### config.mk
export PLATFORM = sky130hd
export DESIGN_NAME = gp_reg_wr_ctrl
export DESIGN_NICKNAME = d
export VERILOG_FILES = /design/src/rtl/gp_reg_wr_ctrl.sv
export SDC_FILE = /design/constraint.sdc
export NUM_CORES = 1
export LEC_CHECK = 0
export ABC_CLOCK_PERIOD_IN_PS = 2870
export CORE_UTILIZATION = 46
export DETAILED_ROUTE_END_ITERATION = 8
export PLACE_DENSITY = 0.95
export SLEW_MARGIN = 25
export SYNTH_ARGS = -nofsm -noshare
export SYNTH_HDL_FRONTEND = slang
export SYNTH_SLANG_ARGS = --single-unit
### constraint.sdc
create_clock -name clk -period 2.87 [get_ports clk]
set_input_delay 0.287 -clock clk [delete_from_list [all_inputs] [get_ports clk]]
set_output_delay 0.287 -clock clk [all_outputs]
set_load 0.05 [all_outputs]
### src/rtl/gp_reg_wr_ctrl.sv
// Write/clear initiator for a bank of gp_reg registers: one request at a time,
// one-hot strobe, ack wait with timeout, single-cycle response with error flag.
module gp_reg_wr_ctrl #(
  parameter int unsigned PA_DATA = 32,
  parameter int unsigned PA_HL   = 2,
  parameter int unsigned PA_NREG = 8,
  parameter int unsigned PA_ADDR = 3,
  parameter int unsigned PA_TO   = 15
) (
  input  logic               clk,
  input  logic               rst,
  input  logic               req_valid,
  output logic               req_ready,
  input  logic [PA_ADDR-1:0] req_addr,
  input  logic [PA_DATA-1:0] req_data,
  input  logic [PA_HL-1:0]   req_hl,
  input  logic               req_clr,
  output logic [PA_DATA-1:0] reg_data,
  output logic [PA_HL-1:0]   reg_hl_sel,
  output logic [PA_NREG-1:0] reg_wr,
  output logic [PA_NREG-1:0] reg_clr,
  input  logic [PA_NREG-1:0] reg_wr_ack,
  output logic               rsp_valid,
  output logic               rsp_err,
  output logic [PA_ADDR-1:0] rsp_addr
);

  localparam int unsigned CW = $clog2(PA_TO);

  localparam logic [2:0] S_IDLE  = 3'd0;
  localparam logic [2:0] S_ISSUE = 3'd1;
  localparam logic [2:0] S_WAIT  = 3'd2;
  localparam logic [2:0] S_CLRW  = 3'd3;
  localparam logic [2:0] S_DONE  = 3'd4;

  logic [2:0]         state, state_d;
  logic [CW-1:0]      cnt, cnt_d;
  logic [PA_ADDR-1:0] addr_q, addr_d;
  logic [PA_NREG-1:0] sel_q, sel_d;
  logic               clr_q, clr_d;
  logic               bad_q, bad_d;
  logic               req_ready_d;
  logic [PA_DATA-1:0] reg_data_d;
  logic [PA_HL-1:0]   reg_hl_sel_d;
  logic [PA_NREG-1:0] reg_wr_d, reg_clr_d;
  logic               rsp_valid_d, rsp_err_d;
  logic [PA_ADDR-1:0] rsp_addr_d;
  logic               req_bad, ack_hit;

  assign req_bad = (32'(req_addr) >= PA_NREG);
  // sel_q is the latched one-hot target, so acks on other bits are masked out
  assign ack_hit = |(reg_wr_ack & sel_q);

  // Next-state and next-output logic
  always_comb begin
    state_d      = state;
    cnt_d        = cnt;
    addr_d       = addr_q;
    sel_d        = sel_q;
    clr_d        = clr_q;
    bad_d        = bad_q;
    req_ready_d  = req_ready;
    reg_data_d   = reg_data;
    reg_hl_sel_d = reg_hl_sel;
    reg_wr_d     = '0;
    reg_clr_d    = '0;
    rsp_valid_d  = 1'b0;
    rsp_err_d    = rsp_err;
    rsp_addr_d   = rsp_addr;
    case (state)
      S_IDLE: begin
        if (req_valid && req_ready) begin
          addr_d      = req_addr;
          clr_d       = req_clr;
          bad_d       = req_bad;
          sel_d       = req_bad ? '0 : (PA_NREG'(1) << req_addr);
          cnt_d       = '0;
          req_ready_d = 1'b0;
          state_d     = S_ISSUE;
          if (!req_clr) begin
            reg_data_d   = req_data;
            reg_hl_sel_d = req_hl;
          end
          if (!req_bad) begin
            if (req_clr) reg_clr_d = PA_NREG'(1) << req_addr;
            else         reg_wr_d  = PA_NREG'(1) << req_addr;
          end
        end
      end
      S_ISSUE: begin
        if (bad_q) begin
          rsp_valid_d = 1'b1;
          rsp_err_d   = 1'b1;
          rsp_addr_d  = addr_q;
          state_d     = S_DONE;
        end else if (clr_q) begin
          state_d = S_CLRW;
        end else begin
          state_d = S_WAIT;
        end
      end
      S_WAIT: begin
        // An ack on the final count still counts as success
        if (ack_hit) begin
          rsp_valid_d = 1'b1;
          rsp_err_d   = 1'b0;
          rsp_addr_d  = addr_q;
          state_d     = S_DONE;
        end else if (cnt == CW'(PA_TO - 1)) begin
          rsp_valid_d = 1'b1;
          rsp_err_d   = 1'b1;
          rsp_addr_d  = addr_q;
          state_d     = S_DONE;
        end else begin
          cnt_d = cnt + CW'(1);
        end
      end
      S_CLRW: begin
        if (cnt == CW'(1)) begin
          rsp_valid_d = 1'b1;
          rsp_err_d   = 1'b0;
          rsp_addr_d  = addr_q;
          state_d     = S_DONE;
        end else begin
          cnt_d = cnt + CW'(1);
        end
      end
      S_DONE: begin
        req_ready_d = 1'b1;
        state_d     = S_IDLE;
      end
      default: begin
        req_ready_d = 1'b1;
        state_d     = S_IDLE;
      end
    endcase
  end

  always_ff @(posedge clk) begin
    if (rst) begin
      state      <= S_IDLE;
      cnt        <= '0;
      addr_q     <= '0;
      sel_q      <= '0;
      clr_q      <= 1'b0;
      bad_q      <= 1'b0;
      req_ready  <= 1'b1;
      reg_data   <= '0;
      reg_hl_sel <= '0;
      reg_wr     <= '0;
      reg_clr    <= '0;
      rsp_valid  <= 1'b0;
      rsp_err    <= 1'b0;
      rsp_addr   <= '0;
    end else begin
      state      <= state_d;
      cnt        <= cnt_d;
      addr_q     <= addr_d;
      sel_q      <= sel_d;
      clr_q      <= clr_d;
      bad_q      <= bad_d;
      req_ready  <= req_ready_d;
      reg_data   <= reg_data_d;
      reg_hl_sel <= reg_hl_sel_d;
      reg_wr     <= reg_wr_d;
      reg_clr    <= reg_clr_d;
      rsp_valid  <= rsp_valid_d;
      rsp_err    <= rsp_err_d;
      rsp_addr   <= rsp_addr_d;
    end
  end

endmodule

# Yosys cells after proc, flatten, opt, wreduce, memory -nomap -nowiden
# Index checks and enable logic that the tools add are counted.
[op_classes]
addsub = 1
eq_ne = 11
n_shift = 1
muxes = 25
bitwise_logic = 6
reduce_logical = 14
[op_table]
columns = ["op", "count"]
rows = [
  ["two-way mux 3 bit", 7],
  ["two-way mux 4 bit", 4],
  ["case mux 3 bit (4 select lines)", 1],
  ["case mux 4 bit (3 select lines)", 1],
  ["!= test 2 bit (second input constant)", 5],
  ["AND 8 bit", 1],
  ["two-way mux 1 bit", 8],
  ["OR reduction 4 bit", 2],
  ["OR reduction 8 bit", 1],
  ["<< shifter 1 x 3 -> 8 bit (first input constant)", 1],
  ["equality test 3 x 2 -> 1 bit (second input constant)", 2],
  ["case mux 1 bit (2 select lines)", 3],
  ["case mux 3 bit (2 select lines)", 1],
  ["AND reduction 3 bit", 2],
  ["nonzero test 3 bit", 2],
  ["inverter 1 bit", 5],
  ["AND reduction 5 bit", 1],
  ["adder 4 x 1 -> 4 bit (second input constant)", 1],
  ["equality test 4 x 1 -> 1 bit (second input constant)", 1],
  ["equality test 4 bit (second input constant)", 1],
  ["AND reduction 2 bit", 2],
  ["AND reduction 4 bit", 1],
  ["equality test 3 x 1 -> 1 bit (second input constant)", 1],
  ["logical NOT 3 bit", 1],
  ["3 further kinds", 3],
]
[totals]
register_bits = 75
word_cells = 71

# Depth between registers and ports, before layout
# Gate-level depths: netlist of the first run.
[logic_depth]
ltp_word = 4
mapped_depth = 7
ltp_nobuf = 7

# Worst setup path after synthesis of the first run
# Ideal clock, no wire load.
[synth_path]
kind = "register to register"
startpoint = "register req_ready"
endpoint = "register reg_data[10]"
setup_ns = 0.117
arrival_time_ns = 1.585
required_time_ns = 2.753
path_slack_ns = 1.168
stages_incl_launch_ff = 6
n_path_buf = 1
path_cell_list = "dfxtp_1 nand4b_1 nor2_1 nor2_2 buf_2 a22o_1"
[synth_via]
elab_chain_cells = 2
[synth_rtl]
columns = ["element", "line_no", "text"]
rows = [
  ["start, declared", "13", "output logic req_ready,"],
  ["start signal, assigned", "162", "req_ready <= req_ready_d;"],
  ["logical AND 1 bit", "72", "if (req_valid && req_ready) begin"],
  ["AND reduction 3 bit (no source line)", "--", ""],
  ["end signal, assigned", "163", "reg_data <= reg_data_d;"],
  ["end, declared", "18", "output logic [PA_DATA-1:0] reg_data,"],
]
# No other way between the ends.
# A chain may end at the register's enable or synchronous reset.

# Worst setup path in the final report of the first run
[layout_path]
startpoint = "register cnt[0]"
endpoint = "register cnt[2]"
[layout_via]
elab_chain_cells = 4
[layout_rtl]
columns = ["element", "line_no", "text"]
rows = [
  ["start, declared", "37", "logic [CW-1:0] cnt, cnt_d;"],
  ["start signal, assigned", "157", "cnt <= cnt_d;"],
  ["adder 4 x 1 -> 4 bit", "115, 125", ""],
  ["two-way mux 4 bit", "109", "end else if (cnt == CW'(PA_TO - 1)) begin"],
  ["two-way mux 4 bit", "104", "if (ack_hit) begin"],
  ["case mux 4 bit (3 select lines)", "70", "case (state)"],
]
# Parallel ways exist; a longest one is shown, timed or not. The select of a mux whose other input is x is not followed.

==> results of run 1 <==
## through the flow
step                hold slack (ps)  utilization
global placement                443        0.700
detailed placement              453        0.700
floorplan                       413            -
CTS                             463        0.731
global route                    477        0.731
finish                          462        0.731
## routing by layer
| metal | vias up | track usage | routed length [µm] | part of all wire |
|---|---|---|---|---|
| li1 | 1088 | - | - | - |
| met1 | 1061 | 0.270 | 2670 | 0.40 |
| met2 | 102 | 0.412 | 3340 | 0.50 |
| met3 | 11 | 0.100 | 564 | 0.084 |
| met4 | 0 | 0.0692 | 111 | 0.017 |
| met5 | - | 0 | 0 | 0 |
## power by group through the flow
stage / clock [µW] / combinational [µW] / sequential (µW)
4_1_cts: 685 / 422 / 1120
5_1_grt: 731 / 448 / 1130
3_3_place_gp: 0 / 410 / 1140
6_report: 675 / 421 / 1120
3_5_place_dp: 0 / 419 / 1140
2_1_floorplan: 0 / 140 / 1250
## cell usage after synthesis (3+ instances only)
cell type	instances
sky130_fd_sc_hd__a22o_1	34
sky130_fd_sc_hd__a21oi_1	13
sky130_fd_sc_hd__buf_2	3
sky130_fd_sc_hd__nand2_1	13
sky130_fd_sc_hd__dfxtp_1	75
sky130_fd_sc_hd__nand3b_1	4
sky130_fd_sc_hd__or3_1	3
sky130_fd_sc_hd__nor2_1	43
sky130_fd_sc_hd__mux2i_1	4
sky130_fd_sc_hd__ha_1	3
sky130_fd_sc_hd__inv_1	5
sky130_fd_sc_hd__buf_4	3
sky130_fd_sc_hd__clkbuf_1	10
sky130_fd_sc_hd__nand3_1	8
## state kept, by name, indices dropped and copies added, names as in the netlist
register	flops
addr_q	3
sel_q	8
reg_data	32
req_ready	1
clr_q	1
reg_wr	8
reg_clr	8
rsp_addr	3
reg_hl_sel	2
rsp_err	1
cnt	4
state	3
rsp_valid	1
## cell families after synthesis
kind of cell / Yosys count / synth area share
buffers and inverters: 21 / 0.0364
AOI/OAI and AO/OA: 63 / 0.200
and+or+nand+nor: 82 / 0.147
DFF: 75 / 0.583
muxes: 5 / 0.0199
adders and majority gates: 3 / 0.0146
## worst max-delay path: cells and delay by family (launching register included)
kind                       cells  cell delay (ps)
buffers and inverters          1               70
adders and majority gates      1              200
AOI/OAI and AO/OA              2              530
DFF                            1              470
and+or+nand+nor                2              210
muxes                          1              390
## area by class of cell
cell class / instances / share of cell area
Tap cell: 70 / 0.0229
Clock buffer: 11 / 0.0343
Multi-Input combinational cell: 153 / 0.258
Inverter: 5 / 0.00490
Clock inverter: 5 / 0.00784
Sequential cell: 75 / 0.392
Timing Repair Buffer: 108 / 0.280
## how the worst max path moves through the flow
stage	startpoint	end	slack, ps
floorplan	req_ready	reg_data[10]	1170
global route	cnt[0]	cnt[2]	780
detailed placement	reg_wr_ack[0]	cnt[2]	660
global placement	reg_wr_ack[0]	cnt[2]	720
finish	cnt[0]	cnt[2]	930
CTS	cnt[0]	cnt[2]	920
==> impl_metrics.yaml, run 1 <==
setup_path:
  setup.worst_path.start_class: "flip-flop"
  crit_path_top_delay_cell: "sky130_fd_sc_hd__dfxtp_1"
  cell_breakdown_of_the_critical_path: "inv_1, ha_1, nand3_1, nand3_1, o21ai_1, mux2_2, a21oi_1"
  worstSetupEndpointType: "flip-flop"
  critical-path-top-cell-by-count: "sky130_fd_sc_hd__nand3_1"
  path_max_fanout: 7
  crit-reg2reg-launch: "cnt[0]"
  timing.reg2reg.setup_slack_ps: 930
  worst-endpoint-required_ps: 3150
  regToRegEndpoint: "cnt[2]"
  length_in_cells_of_the_worst_reg_to_reg_path: 7
  critical_path_arrival_ps: 2220
  worstSetupPathType: "flip-flop to flip-flop"
  critical_path.max_stage_delay_ps: 470
floorplanning:
  start_util: 0.492
  die-width_um: 76.9
  die-height_um: 76.9
  io_pins: 105
  die-area_um2: 5910
  std_cell_rows: 26
  fp.coreArea_um2: 5240
routing:
  drt_iter0_markers: 83
  firstDrtPassIters: 4
  detail-route-antenna-nets: 0
  totalWireLength_um: 6690
  via_count_normalized_by_instance_count: 5.30
  remaining_drc_errors: 0
  wire_per_inst_um: 15.7
  vias: 2262
cells_and_area:
  nFillCells: 362
  post_layout_instance_count_excluding_filler_cells: 427
  final_layout_size_suffix_gt1_frac: 0.0728
  commonest_cells_after_routing_fill_and_taps_aside: "104 x sky130_fd_sc_hd__clkdlybuf4s50_1, 75 x sky130_fd_sc_hd__dfxtp_1, 43 x sky130_fd_sc_hd__nor2_1, 34 x sky130_fd_sc_hd__a22o_1"
  multi_input_area_um2: 988
  area.growth.synth_to_final_pct: 48.5
  area_of_all_placed_cells_without_fillers_um2: 3830
  regArea_um2: 1500
  antenna-diode-count: 0
  final_common_cell: "sky130_fd_sc_hd__clkdlybuf4s50_1"
  finalNetCount: 404
synthesis:
  post_synth_inst_count: 249
  ys.warnings.count: 0
  synth-main-ff-cell: "sky130_fd_sc_hd__dfxtp_1"
  main_area_contributors_after_synthesis: "sky130_fd_sc_hd__dfxtp_1 58%, sky130_fd_sc_hd__a22o_1 12%, sky130_fd_sc_hd__nor2_1 6.3%, sky130_fd_sc_hd__a21oi_1 2.5%, sky130_fd_sc_hd__nand2_1 1.9%"
  synth_cell_types: 38
  synth_edf_count: 0
  synth.net_count: 301
  async_s_r_ff_share_synth: 0
  synth_seq_area_share: 0.583
  synth.cell_area_um2: 2580
  ys_seq_elements: 75
  yosys.area.top_type: "sky130_fd_sc_hd__dfxtp_1"
  post_synth.cell_area_avg_um2: 10.4
  synthDominantCellAreaShare: 0.583
power:
  share_clk_of_total_power: 0.304
  seqPwrFrac: 0.506
  vdd_ir_drop_max_uv: 337
  power.switching_uw: 649
  cellInternalPower_uw: 1570
  cellPowerDensity_nw_per_um2: 579
  power_switching_share: 0.293
  static-leakage-power_uw: 0.00145
  design_power_total_uw: 2220
  power.share.combinational: 0.190
cts:
  cts.htree.levels: 3
  worstSkewPairLatency_ps: 350
  cts.clk_slew.worst_paths_ps: 70
  clock-root-buffer: "sky130_fd_sc_hd__clkbuf_8"
  cts_hold_buffers: 0
  cts_max_path_buffers: 2
  post_cts_buffers: 0
  cts_tree: "done"
  total_clock_sinks: 75
  cts_buffers: 9
  number_of_gates_given_a_new_drive_strength_after_cts: 0
sta:
  tightestPinTransition_ps: 553
  timing.fmax_mhz: 514
  max_slew_margin: 0.630
  fin_crit_sh: 0.678
  finalWorstSetupSlack_ps: 925
  final_setup_violation_count: 0
  setup_repair_after_global_routing_missed_its_margin: "false"
  final.setup.tns_ps: 0
  final-max-slew-violation-count: 0
  clock-skew-final_ps: 6.91
  timing.final.crit_period_ps: 1940
  finalHoldViolCount: 0
global_route:
  grtUsageTotal: 0.240
  global_route_wire_length_before_repair_um: 10900
  number_of_global_route_vias_before_repair: 2136
  grt_antenna_before_repair: 0
  grt_start_max_net_pins: 35
  globalRouteOverflowTotal: 0
outcome:
  result_of_the_run: "finished, final reports clean"
placed_design:
  post-place-cells: 411
  gpl.final_weighted_congestion: 0.839
  dp_worst_setup_slack_ps: 659
  dp_hpwl_um: 4750
  placedInstanceArea_um2: 3670
  io_buffer_count: 104
flow_run:
  cap_violations: 0
hold_path:
  hold-path-cell-count: 2
  holdPathEnd: "addr_q[2]"
  hp-start: "addr_q[2]"
  timing.hold.worst.class: "flip-flop to flip-flop"
Note: power is estimated with default switching activity, not from simulation.
==> run 2, diff against run 1 <==
--- a/config.mk
+++ b/config.mk
@@ -5,10 +5,10 @@
 export SDC_FILE = /design/constraint.sdc
 export NUM_CORES = 1
 export LEC_CHECK = 0
-export ABC_CLOCK_PERIOD_IN_PS = 2870
-export CORE_UTILIZATION = 46
+export ABC_CLOCK_PERIOD_IN_PS = 1600
+export CORE_UTILIZATION = 38
 export DETAILED_ROUTE_END_ITERATION = 8
-export PLACE_DENSITY = 0.95
+export PLACE_DENSITY = 0.85
 export SLEW_MARGIN = 25
 export SYNTH_ARGS = -nofsm -noshare
 export SYNTH_HDL_FRONTEND = slang
==> constraint.sdc (replaced) <==
create_clock -name clk -period 1.6 [get_ports clk]
set_input_delay 0.16 -clock clk [delete_from_list [all_inputs] [get_ports clk]]
set_output_delay 0.16 -clock clk [all_outputs]
set_load 0.05 [all_outputs]
==> impl_metrics.yaml, run 2 (synthesized netlist as in run 1, its figures left out) <==
flow_run:
  cap_violations: 0
sta:
  final_setup_violation_count: 0
  finalWorstSetupSlack_ps: 12.9
  timing.fmax_mhz: 630
  final-max-slew-violation-count: 0
  finalHoldViolCount: 0
  holdWs_ps: 413
  clock-skew-final_ps: 7.31
  max_slew_margin: 0.793
  setup_repair_after_global_routing_missed_its_margin: "true"
  timing.final.crit_period_ps: 1590
  tightestPinTransition_ps: 310
  fin_crit_sh: 0.992
routing:
  vias: 2354
  via_count_normalized_by_instance_count: 5.13
  remaining_drc_errors: 16
  detail-route-antenna-nets: 0
  firstDrtPassIters: 9
  totalWireLength_um: 7010
  drt_iter0_markers: 97
  wire_per_inst_um: 15.3
placed_design:
  io_buffer_count: 104
  dp_hpwl_um: 4820
  gpl.final_weighted_congestion: 0.799
  dp_worst_setup_slack_ps: -304
  post-place-cells: 434
cts:
  worstSkewPairLatency_ps: 340
  total_clock_sinks: 75
  cts_tree: "done"
  cts_buffers: 9
  cts.htree.levels: 3
  cts_hold_buffers: 0
  clock-root-buffer: "sky130_fd_sc_hd__clkbuf_8"
  cts_max_path_buffers: 2
  cts.clk_slew.worst_paths_ps: 70
global_route:
  global_route_wire_length_before_repair_um: 10400
  grtUsageTotal: 0.188
  globalRouteOverflowTotal: 0
  grt_antenna_before_repair: 0
  number_of_global_route_vias_before_repair: 2189
  grt_start_max_net_pins: 35
cells_and_area:
  nFillCells: 501
  post_layout_instance_count_excluding_filler_cells: 459
  antenna-diode-count: 0
  final_layout_size_suffix_gt1_frac: 0.301
  layout.core_utilization: 0.627
  area.growth.synth_to_final_pct: 57.1
  largest_register_ffs: 32
  commonest_cells_after_routing_fill_and_taps_aside: "78 x sky130_fd_sc_hd__buf_4, 71 x sky130_fd_sc_hd__dfxtp_1, 48 x sky130_fd_sc_hd__clkdlybuf4s50_1, 43 x sky130_fd_sc_hd__nor2_1, 34 x sky130_fd_sc_hd__a22o_1"
  top_register: "reg_data"
  regArea_um2: 1510
  final_common_cell: "sky130_fd_sc_hd__buf_4"
  finalNetCount: 430
  multi_input_area_um2: 1010
power:
  seqPwrFrac: 0.455
  static-leakage-power_uw: 0.00175
  share_clk_of_total_power: 0.346
  vdd_ir_drop_max_uv: 663
  cellPowerDensity_nw_per_um2: 1090
  power_switching_share: 0.272
  power.share.combinational: 0.199
  cellInternalPower_uw: 3210
  design_power_total_uw: 4410
  power.switching_uw: 1200
floorplanning:
  die-area_um2: 7120
  std_cell_rows: 29
  start_util: 0.399
  die-width_um: 84.4
  io_pins: 105
  die-height_um: 84.4
  fp.coreArea_um2: 6460
outcome:
  result_of_the_run: "finished with violations"
  violations: "DRC"
setup_path:
  timing.reg2reg.setup_slack_ps: 10
  worst-endpoint-required_ps: 1880
  critical_path_arrival_ps: 1870
  worstSetupPathType: "flip-flop to flip-flop"
  setup.worst_path.start_class: "flip-flop"
  path_max_fanout: 9
  worstSetupEndpointType: "flip-flop"
hold_path:
  timing.hold.worst.class: "primary input to flip-flop"
## run 2: power by group through the flow
stage	sequential [µW]	clock [µW]	combinational [µW]
after floorplan	2250	0	254
after global placement	2040	0	798
after detailed placement	2050	0	809
after CTS	2000	1570	819
after global routing	2020	1650	928
final	2010	1530	879
## run 2: area by class of cell
class,count,area share
well taps,77,0.0238
clock inverters,5,0.0195
flip-flops and latches,75,0.373
multi-input cells,153,0.249
repair buffers,134,0.299
clock buffers,10,0.0315
inverters,5,0.00464
## run 2: critical path, stage by stage, from the launching register on
cell,delay (ps)
sky130_fd_sc_hd__dfxtp_2,340
sky130_fd_sc_hd__nor2_4,140
sky130_fd_sc_hd__nand4b_1,220
sky130_fd_sc_hd__buf_4,220
sky130_fd_sc_hd__nor3_4,210
sky130_fd_sc_hd__buf_6,140
sky130_fd_sc_hd__clkbuf_16,140
sky130_fd_sc_hd__a22o_1,130
## run 2: timing repair
action,in CTS,in global routing
buffers inserted,1,6
endpoints found under the setup margin,2,45
resized for setup,1,8
cloned,0,3
hold endpoints to repair,0,0
pin swaps,2,6
## run 2: worst paths after layout
path / from / endpoint / cells past startpoint
worst max-delay path: state[0] / reg_data[21] / 7
worst min-delay path: req_data[18] / reg_data[18] / 2
worst max register to register: state[0] / reg_data[21] / 7
worst min register to register: addr_q[2] / addr_q[2] / 2
## run 2: through the flow
step / setup TNS [ps] / instance area [µm²]
finish: 0 / 4050
global route: -1310 / 4050
CTS: 0 / 3920
detailed placement: -4620 / 3700
global placement: -3740 / 3700
floorplan: 0 / 2580
## run 2: per-layer routing
metal	share of wire	up-vias	GRT usage	wire, µm
met2	0.49	86	0.321	3450
met5	0	-	0	0
met1	0.42	1118	0.222	2920
met4	0.0066	0	0.0462	46
met3	0.085	5	0.0737	595
li1	-	1145	-	-
==> run 3, diff against run 2 <==
--- a/config.mk
+++ b/config.mk
@@ -6,6 +6,7 @@
 export NUM_CORES = 1
 export LEC_CHECK = 0
 export ABC_CLOCK_PERIOD_IN_PS = 1600
+export CORE_ASPECT_RATIO = 1.5
 export CORE_UTILIZATION = 38
 export DETAILED_ROUTE_END_ITERATION = 8
 export PLACE_DENSITY = 0.85
==> impl_metrics.yaml, run 3 (synthesized netlist as in run 1, its figures left out) <==
outcome:
  result_of_the_run: "finished with violations"
  violations: "setup timing"
floorplanning:
  fp.coreArea_um2: 6530
  std_cell_rows: 36
  die-area_um2: 7120
  io_pins: 105
  start_util: 0.395
  die-height_um: 103
  die-width_um: 69.2
global_route:
  grt_util_met1: 0.204
  global_route.usage.met2: 0.334
  grt_max_usage_layer: "met2"
  grt_antenna_before_repair: 0
  global_route.usage.met3: 0.0411
  grt_start_max_net_pins: 35
  globalRouteOverflowTotal: 0
  number_of_global_route_vias_before_repair: 2220
  grtUsageTotal: 0.186
  global_route_wire_length_before_repair_um: 10400
cells_and_area:
  final_common_cell: "sky130_fd_sc_hd__buf_4"
  area.growth.synth_to_final_pct: 53.6
  largest_register_ffs: 32
  final_layout_size_suffix_gt1_frac: 0.298
  antenna-diode-count: 0
  post_layout_instance_count_excluding_filler_cells: 452
  nFillCells: 517
  commonest_cells_after_routing_fill_and_taps_aside: "75 x sky130_fd_sc_hd__buf_4, 69 x sky130_fd_sc_hd__dfxtp_1, 48 x sky130_fd_sc_hd__clkdlybuf4s50_1, 43 x sky130_fd_sc_hd__nor2_1, 34 x sky130_fd_sc_hd__a22o_1"
  finalNetCount: 423
  top_register: "reg_data"
sta:
  max_slew_margin: 0.802
  finalWorstSetupSlack_ps: -38.5
  setup_repair_after_global_routing_missed_its_margin: "true"
  final.setup.tns_ps: -41.0
  final_setup_violation_count: 2
  timing.fmax_mhz: 610
  final-max-slew-violation-count: 0
  tightestPinTransition_ps: 296
  finalHoldViolCount: 0
  timing.final.crit_period_ps: 1640
  holdWs_ps: 411
  fin_crit_sh: 1.02
  clock-skew-final_ps: 6.22
power:
  cellPowerDensity_nw_per_um2: 1070
  static-leakage-power_uw: 0.00169
  vdd_ir_drop_max_uv: 380
  design_power_total_uw: 4250
cts:
  cts_tree: "done"
  cts_max_path_buffers: 2
  cts.htree.levels: 3
  worstSkewPairLatency_ps: 340
  clock-root-buffer: "sky130_fd_sc_hd__clkbuf_8"
  cts.clk_slew.worst_paths_ps: 70
  total_clock_sinks: 75
  cts_hold_buffers: 0
  cts_buffers: 9
setup_path:
  crit-reg2reg-launch: "cnt[1]"
  critical_path.max_stage_delay_ps: 370
  worstSetupPathType: "flip-flop to flip-flop"
  length_in_cells_of_the_worst_reg_to_reg_path: 9
  path_max_fanout: 6
  worstSetupEndpointType: "flip-flop"
  timing.reg2reg.setup_slack_ps: -40
  worstSetupEndpoint: "rsp_err"
  setup.worst_path.start_class: "flip-flop"
  cell_breakdown_of_the_critical_path: "inv_1, ha_1, inv_2, o31ai_4, buf_4, o211ai_4, buf_4, buf_6, o31ai_4"
  worst-endpoint-required_ps: 1860
  critical_path_arrival_ps: 1900
  cp-startpoint: "cnt[1]"
  regToRegEndpoint: "rsp_err"
  crit_path_top_delay_cell: "sky130_fd_sc_hd__dfxtp_4"
routing:
  remaining_drc_errors: 0
  drt_iter0_markers: 107
  firstDrtPassIters: 4
  totalWireLength_um: 6630
  vias: 2316
  detail-route-antenna-nets: 0
  wire_per_inst_um: 14.7
  via_count_normalized_by_instance_count: 5.12
flow_run:
  cap_violations: 0
placed_design:
  post-place-cells: 430
  gpl.final_weighted_congestion: 0.829
  dp_hpwl_um: 4810
  io_buffer_count: 104
hold_path:
  timing.hold.worst.class: "primary input to flip-flop"
run 3: through the flow:
stage	utilization	setup WS [ps]	instance area, µm²
after floorplan	-	0.939	2580
final	0.606	-38.5	3960
after detailed placement	0.563	-288	3670
after global placement	0.563	-271	3670
after CTS	0.594	2.28	3880
after global routing	0.606	-127	3960
run 3: worst max-delay path: cells and delay by family, from the launching register on:
kind | cells | cell delay, ps
flip-flops | 1 | 370
adder cells (fa/ha/maj) | 1 | 150
AO/OA/AOI/OAI | 3 | 500
buffers and inverters | 5 | 550
run 3: per-layer routing:
layer	vias to the layer above	share of wire
met1	1112	0.37
li1	1125	-
met3	10	0.052
met2	69	0.56
met5	-	0
met4	0	0.017
run 3: cell type report:
type	count	area, µm²	area share
sequential	75	1510	0.382
timing repair buffer	127	1110	0.282
multi-input combinational	153	1030	0.260
clock buffer	14	153	0.0386
tap	76	95.1	0.0240
clock inverter	2	35.0	0.00885
inverter	5	18.8	0.00474
run 3: worst min path at each step:
stage,from,endpoint,slack (ps),depth (start not counted)
after global routing,req_data[23],reg_data[23],390,2
after floorplan,req_data[10],reg_data[10],290,1
after detailed placement,addr_q[2],addr_q[2],460,2
after CTS,req_data[16],reg_data[16],390,2
final,req_data[16],reg_data[16],410,2
after global placement,clr_q,clr_q,450,1
run 3: power breakdown:
part,switching (µW),internal (µW),total [µW]
Clock,631,764,1390
Combinational,477,362,840
Sequential,58.8,1950,2010
Total,1170,3080,4250
run 3: repair_timing:
action | in CTS | in global routing
pin swaps | 5 | 8
gates resized for setup | 3 | 12
setup buffers | 1 | 5
endpoints found under the setup margin | 8 | 53
